`config.mk`:
```
export PLATFORM = sky130hd
export DESIGN_NAME = signmag_split
export DESIGN_NICKNAME = d
export VERILOG_FILES = /design/src/rtl/signmag_pkg.sv /design/src/rtl/signmag_seg_stage.sv /design/src/rtl/signmag_split.sv
export SDC_FILE = /design/constraint.sdc
export NUM_CORES = 1
export LEC_CHECK = 0
export CAP_MARGIN = 20
export CELL_PAD_IN_SITES_DETAIL_PLACEMENT = 1
export CELL_PAD_IN_SITES_GLOBAL_PLACEMENT = 1
export CORE_UTILIZATION = 42
export DETAILED_ROUTE_END_ITERATION = 10
export PLACE_DENSITY_LB_ADDON = 0.1
export SLEW_MARGIN = 10
export SYNTH_ARGS = -nofsm -noshare
export SYNTH_HDL_FRONTEND = slang
export SYNTH_SLANG_ARGS = --single-unit
export TNS_END_PERCENT = 1
```
`constraint.sdc`:
```
create_clock -name clk -period 2.9 [get_ports clk]
set_clock_uncertainty 0.2 [all_clocks]
set_input_delay 0.58 -clock clk [delete_from_list [all_inputs] [get_ports clk]]
set_output_delay 0.58 -clock clk [all_outputs]
set_load 0.05 [all_outputs]
```
`src/rtl/signmag_pkg.sv`:
```
// Shared constants and the pipeline-depth helper for the signmag_split converter.
package signmag_pkg;

    localparam int DEFAULT_WIDTH     = 32;
    localparam int DEFAULT_SEG_WIDTH = 8;

    // Returns 0 for an illegal split so the top can reject it at elaboration.
    function automatic int num_seg(input int width, input int seg_width);
        if (width <= 0 || seg_width <= 0 || (width % seg_width) != 0) begin
            return 0;
        end
        return width / seg_width;
    endfunction

endpackage

```
`src/rtl/signmag_seg_stage.sv`:
```
// One pipeline register stage of signmag_split: negates segment SEG_IDX when the word is negative.
// The zero flag field only exists when SIGNMAG_SPLIT_ZERO_FLAG_EN is defined.
module signmag_seg_stage #(
    parameter int  WIDTH     = 32,
    parameter int  SEG_WIDTH = 8,
    parameter int  SEG_IDX   = 0,
    parameter type stage_t   = logic
) (
    input  logic   clk,
    input  logic   rst_n,
    input  logic   hold,
    input  stage_t in_stage,
    output stage_t out_stage
);

    localparam int LO = SEG_IDX * SEG_WIDTH;

    logic [SEG_WIDTH-1:0] seg_in;
    logic [SEG_WIDTH-1:0] seg_new;
    logic                 carry_out;
    stage_t               stage_next;

    // Conditional invert-and-increment of one segment; the carry ripples into the next stage.
    always_comb begin
        seg_in               = in_stage.data[LO +: SEG_WIDTH];
        {carry_out, seg_new} = {1'b0, seg_in ^ {SEG_WIDTH{in_stage.sign}}}
                             + {{SEG_WIDTH{1'b0}}, in_stage.carry};
        stage_next                     = in_stage;
        stage_next.data[LO +: SEG_WIDTH] = seg_new;
        stage_next.carry               = carry_out;
`ifdef SIGNMAG_SPLIT_ZERO_FLAG_EN
        stage_next.zero                = in_stage.zero & (seg_new == '0);
`endif
    end

    always_ff @(posedge clk or negedge rst_n) begin
        if (!rst_n) begin
            out_stage <= '0;
        end else if (!hold) begin
            out_stage <= stage_next;
        end
    end

endmodule

```
`src/rtl/signmag_split.sv`:
```
// Pipelined two's-complement to sign-magnitude converter, one carry-chain segment per stage.
// Define SIGNMAG_SPLIT_ZERO_FLAG_EN to add the out_zero (magnitude == 0) output.
module signmag_split
    import signmag_pkg::*;
#(
    parameter int WIDTH     = DEFAULT_WIDTH,
    parameter int SEG_WIDTH = DEFAULT_SEG_WIDTH
) (
    input  logic             clk,
    input  logic             rst_n,
    input  logic             in_valid,
    output logic             in_ready,
    input  logic [WIDTH-1:0] in_data,
    output logic             out_valid,
    input  logic             out_ready,
    output logic             out_sign,
    output logic [WIDTH-1:0] out_mag,
    output logic             out_ovf
`ifdef SIGNMAG_SPLIT_ZERO_FLAG_EN
    ,
    output logic             out_zero
`endif
);

    localparam int NUM_SEG = num_seg(WIDTH, SEG_WIDTH);

    typedef struct packed {
        logic             valid;
        logic             sign;
        logic             carry;
`ifdef SIGNMAG_SPLIT_ZERO_FLAG_EN
        logic             zero;
`endif
        logic [WIDTH-1:0] data;
    } stage_t;

    stage_t head;
    stage_t tail;
    stage_t pipe [NUM_SEG];
    logic   stall;
    logic   unused_carry;

    if (NUM_SEG < 1) begin : g_bad_cfg
        $error("signmag_split: WIDTH must be a positive multiple of SEG_WIDTH");
    end

    // The sign doubles as the carry into segment 0, completing the +1 of the negation.
    always_comb begin
        head       = '0;
        head.valid = in_valid;
        head.sign  = in_data[WIDTH-1];
        head.carry = in_data[WIDTH-1];
`ifdef SIGNMAG_SPLIT_ZERO_FLAG_EN
        head.zero  = 1'b1;
`endif
        head.data  = in_data;
    end

    for (genvar k = 0; k < NUM_SEG; k++) begin : g_stage
        stage_t stage_in;
        if (k == 0) begin : g_head
            assign stage_in = head;
        end else begin : g_chain
            assign stage_in = pipe[k-1];
        end

        signmag_seg_stage #(
            .WIDTH     (WIDTH),
            .SEG_WIDTH (SEG_WIDTH),
            .SEG_IDX   (k),
            .stage_t   (stage_t)
        ) u_stage (
            .clk       (clk),
            .rst_n     (rst_n),
            .hold      (stall),
            .in_stage  (stage_in),
            .out_stage (pipe[k])
        );
    end

    assign tail         = pipe[NUM_SEG-1];
    assign unused_carry = tail.carry;

    // A single global stall freezes every stage, so bubbles are never squeezed out.
    assign stall     = tail.valid & ~out_ready;
    assign in_ready  = ~stall;

    assign out_valid = tail.valid;
    assign out_sign  = tail.sign;
    assign out_mag   = tail.data;
    assign out_ovf   = tail.sign & tail.data[WIDTH-1];
`ifdef SIGNMAG_SPLIT_ZERO_FLAG_EN
    assign out_zero  = tail.zero;
`endif

endmodule

```
Yosys cells after proc, flatten, opt, wreduce, memory -nomap -nowiden
Index checks and enable logic that the tools add are counted.
{"block": "classes", "add_sub_neg": 4, "bitwise": 8}
{"op": "$xor 8x8->8", "count": 4}
{"op": "$add 8x1->9", "count": 3}
{"op": "$add 8x1->8", "count": 1}
{"op": "$and 1x1->1", "count": 2}
{"op": "$not 1->1", "count": 2}
{"block": "word_totals", "register_bits": 139, "input_bits": 36, "out_inout_bits": 36, "word_cells": 27}

Depth between registers and ports, before layout
Gate-level depths: netlist of the first run.
{"block": "logic_depth", "ltp_word": 3, "depth_mapped": 8, "ltp_nobuf": 7}

Modules after synthesis
Synthesis of the first run repeated with hierarchy kept, for this count alone.
{"block": "hier_totals", "cells_unflattened": 491, "area_unflattened_um2": 6419.9}
{"mod": "signmag_seg_stage at g_stage[0].u_stage ...", "instances": 2, "cells_each": 120, "area_per_inst_um2": 1612.8, "seq_area_each_um2": 875.8}
{"mod": "signmag_seg_stage at g_stage[2].u_stage ...", "instances": 2, "cells_each": 124, "area_per_inst_um2": 1587.8, "seq_area_each_um2": 875.8}
{"mod": "signmag_split", "instances": 1, "cells_each": 3, "area_per_inst_um2": 18.8, "seq_area_each_um2": 0.0}

Least setup slack after synthesis of the first run
No wires, ideal clock.
{"block": "synth_timing", "kind": "register -> output", "from": "register g_stage[3].u_stage.out_stage[34] (netlist name)", "to": "output port in_ready", "arrival_time_ps": 1762, "required_ps": 2120, "setup_slack_ps": 358, "path_stages_with_launch": 6, "path_buffers": 3, "path_cell_list": "dfrtp_1 -> nor2b_1 -> buf_2 -> inv_2 -> buf_2 -> clkbuf_1"}
{"block": "synth_via", "elab_chain_cells": 2}
{"item": "from (decl)", "line_no": "signmag_seg_stage.sv:13", "rtl": "output stage_t out_stage"}
{"item": "from (signal assigned)", "line_no": "signmag_seg_stage.sv:40", "rtl": "out_stage <= stage_next;"}
{"item": "$and 1x1->1", "line_no": "signmag_split.sv:85", "rtl": "assign stall = tail.valid & ~out_ready;"}
{"item": "$not 1->1", "line_no": "signmag_split.sv:86", "rtl": "assign in_ready = ~stall;"}
{"item": "to (decl)", "line_no": "signmag_split.sv:12", "rtl": "output logic in_ready,"}
Every way passes these cells.

Worst setup path in the final report of the first run
{"block": "layout_timing", "from": "register g_stage[3].u_stage.out_stage[31] (netlist name)", "to": "output port out_ovf"}
{"block": "layout_via", "elab_chain_cells": 1}
{"item": "$and 1x1->1", "line_no": "signmag_split.sv:91", "rtl": "assign out_ovf = tail.sign & tail.data[WIDTH-1];"}
{"item": "to (decl)", "line_no": "signmag_split.sv:18", "rtl": "output logic out_ovf"}
Every way passes these cells.

==> results of run 1 <==
==> placed cells by master (no fill, tap or decap), drive strengths merged, types with 3 or more instances in the layout <==
cell           instances
nor3b                  3
and3                   3
o31ai                  5
nor4b                  3
o21ai                 20
or3                    6
buf                   14
inv                    3
a31oi                  7
dfrtp                136
clkbuf                23
ha                    10
xor2                  18
nand2b                 5
clkinv                 5
a22oi                  4
nand2                349
a41o                   3
a21oi                 14
clkdlybuf4s50         69
nor2                  12
xnor2                 17
o22ai                  3
or4b                   6
==> metal layers <==
metal  up-vias  global-route usage  wire length (um)
met5         -                   0                 0
met4         0              0.0823               230
met3        21              0.0432               481
met2        84               0.304              6070
met1      2278               0.279              6860
li1       2369                   -                 -
==> worst paths after layout <==
kind	slack, ps	cells after the start	startpoint	endpoint
setup / recovery	400	2	g_stage[3].u_stage.out_stage[31]	out_ovf
hold / removal	260	2	g_stage[3].u_stage.out_stage[10]	g_stage[3].u_stage.out_stage[10]
setup reg to reg	620	6	g_stage[1].u_stage.out_stage[33]	g_stage[2].u_stage.out_stage[21]
hold reg to reg	260	2	g_stage[3].u_stage.out_stage[10]	g_stage[3].u_stage.out_stage[10]
max in group asynchronous	1260	3	rst_n	g_stage[1].u_stage.out_stage[23]
min in group asynchronous	490	2	rst_n	g_stage[3].u_stage.out_stage[3]
==> worst max-delay path: stages (launching register included) <==
cell and delay [ps]:
dfrtp_1 370, and2_1 140, clkdlybuf4s50_1 800
==> cell type report <==
cell class                 instances  area [um2]  share of cell area
clock inverter                     8        70.1             0.00920
timing repair buffer              84         847               0.111
multi-input combinational        515        2560               0.336
tap                              180         225              0.0296
clock buffer                      23         498              0.0654
sequential                       136        3400               0.447
inverter                           3        13.8             0.00181
==> report_power, final <==
group | switching (uW) | internal, uW
sequential | 586 | 2720
clock | 779 | 1280
combinational | 2120 | 1200
==> synth_stat cells, drive strengths merged (2+ instances only) <==
library cell | number | area, um2
a22oi | 4 | 30.0
dfrtp | 136 | 3400
and4b | 2 | 20.0
or3 | 6 | 37.5
and3 | 3 | 18.8
nor4b | 3 | 26.3
mux2 | 2 | 22.5
nand4b | 2 | 17.5
and3b | 2 | 17.5
o31ai | 5 | 42.5
inv | 3 | 11.3
ha | 10 | 125
clkbuf | 26 | 97.6
and2 | 2 | 12.5
mux2i | 2 | 20.0
or4b | 6 | 63.8
xnor2 | 17 | 149
o21ai | 20 | 100
xor2 | 18 | 158
a21oi | 14 | 70.1
nor4 | 2 | 18.8
buf | 13 | 66.3
nand2 | 349 | 1310
nor2 | 12 | 45.0
o22ai | 3 | 18.8
a41o | 3 | 30.0
nor3b | 3 | 22.5
nand2b | 5 | 31.3
a31oi | 7 | 43.8
nor2b | 2 | 12.5
==> repair_timing <==
item,4_1_cts,5_1_grt
hold buffers,1,0
gates resized for setup,0,0
hold endpoints to repair,54,0
endpoints found under the setup margin,0,0
==> through the flow <==
step	instance area, um2	worst slack, ps	hold WS [ps]
global route	7610	358	275
floorplan	6130	358	84.4
finish	7610	395	261
CTS	7610	379	269
global placement	7040	157	250
detailed placement	7040	61.5	253
==> kinds of logic (layout without fill, tap and decap cells) <==
| family | Yosys count | count (layout) | share of synthesized area |
|---|---|---|---|
| xor+xnor | 35 | 35 | 0.0500 |
| mux | 4 | 4 | 0.00694 |
| buf+inv | 42 | 118 | 0.0286 |
| compound gates | 63 | 63 | 0.0643 |
| flops | 136 | 136 | 0.555 |
| fa+ha+maj | 10 | 10 | 0.0204 |
| simple gates | 403 | 403 | 0.274 |
==> flow_metrics.tcl, run 1 <==
set metrics [dict create \
    status "finished, final reports clean" \
    core_region_area_um2 14000 \
    vias_per_cell 5.01 \
    synth_ff_type "dfrtp_1" \
    post-dp-hpwl_mm 8.97 \
    antennaDiodeCount 0 \
    max_cap_violations 0 \
    insertion_delay_of_the_later_clocked_pin_in_the_worst_skew_pair_ps 420 \
    leakagePower_uw 0.00371 \
    largest_register_ffs 136 \
    nets 803 \
    io_pins 72 \
    path_class "register to output port" \
    layout.core_utilization 0.542 \
    share_of_post_route_cells_with_drive_strength_above_1 0.0663 \
    final_max_slew_viol_count 0 \
    die_x_um 123 \
    detail-route-antenna-nets 0 \
    hold_class "register to register" \
    peakVddDrop_mv 0.640 \
    cts_tree "yes" \
    grt_usage 0.201 \
    number_of_global_route_vias_before_repair 4709 \
    layout_filler_cell_count 1606 \
    sequential_area_share_after_synthesis 0.555 \
    area.growth.synth_to_final_pct 24.3 \
    placed_cells_incl_taps 917 \
    synth_cell_type_count 48 \
    clk_pin_slew_ps 50 \
    globalRoute.totalOverflow 0 \
    grt_pass1_wl_mm 23.3 \
    htreeDepth 4 \
    synth.net_count 739 \
    antenna_found_initial 0 \
    reg.largest.list "g_stage.u_stage.out_stage: 136 flops" \
    setup_viol 0 \
    cp_data_arrival_time_ps 1720 \
    tightest_slew_ps 616 \
    post-layout-total-power_uw 8680 \
    drt_iter0_drcs 252 \
    cts.sink_count 136 \
    ys_warn_count 0 \
    detailedRoute.firstPassIterationCount 4 \
    cp.required_ps 2120 \
    fin_cells 949 \
    grt_start_max_net_pins 144 \
    post-route-period-util 0.864 \
    fp-row-count 43 \
    ctsRootBufferMaster "clkbuf_16" \
    synth_enable_flop_cells 0 \
    cts_buffer_depth 2 \
    largest-register "g_stage.u_stage.out_stage" \
    cts_made_buffers 17 \
    worst-path-max-fanout 3 \
    setup-tns-final_ps 0 \
    synth_cells 693 \
    final_period_minus_worst_setup_slack_ps 2500 \
    async_flop_share 1.00 \
    design.die.area_um2 15100 \
    achievable-frequency_mhz 399 \
    postSynthRegisterBits 136 \
    hold_violations 0 \
    routabilityCongestion 0.809 \
    crit_path_end_kind "output port" \
    cts_setup_buffers 0 \
    remaining_drc_errors 0 \
    buffer_ports.inserted 71 \
    floorplan.initialDensity 0.436 \
    power_density_nw_per_um2 1140 \
    drt-total-wl_mm 13.6 \
    fp.dieH_um 123 \
    maxSlewHeadroom 0.589 \
    syn-mean-instance-area_um2 8.84 \
    synth.cell_area_um2 6130 \
    route.vias.total 4752 \
    routed_wire_length_per_instance_um 14.4 \
    rsz0062_at_grt "false" \
    setup.worst_path.start_class "register" \
]
No activity file was read; power rests on OpenSTA's default activity.
==> inputs of run 2 (changes only) <==
- CAP_MARGIN: 20 -> 25
==> results of run 2 <==
No change in the layout: final DEF, timing and power equal those of run 1.
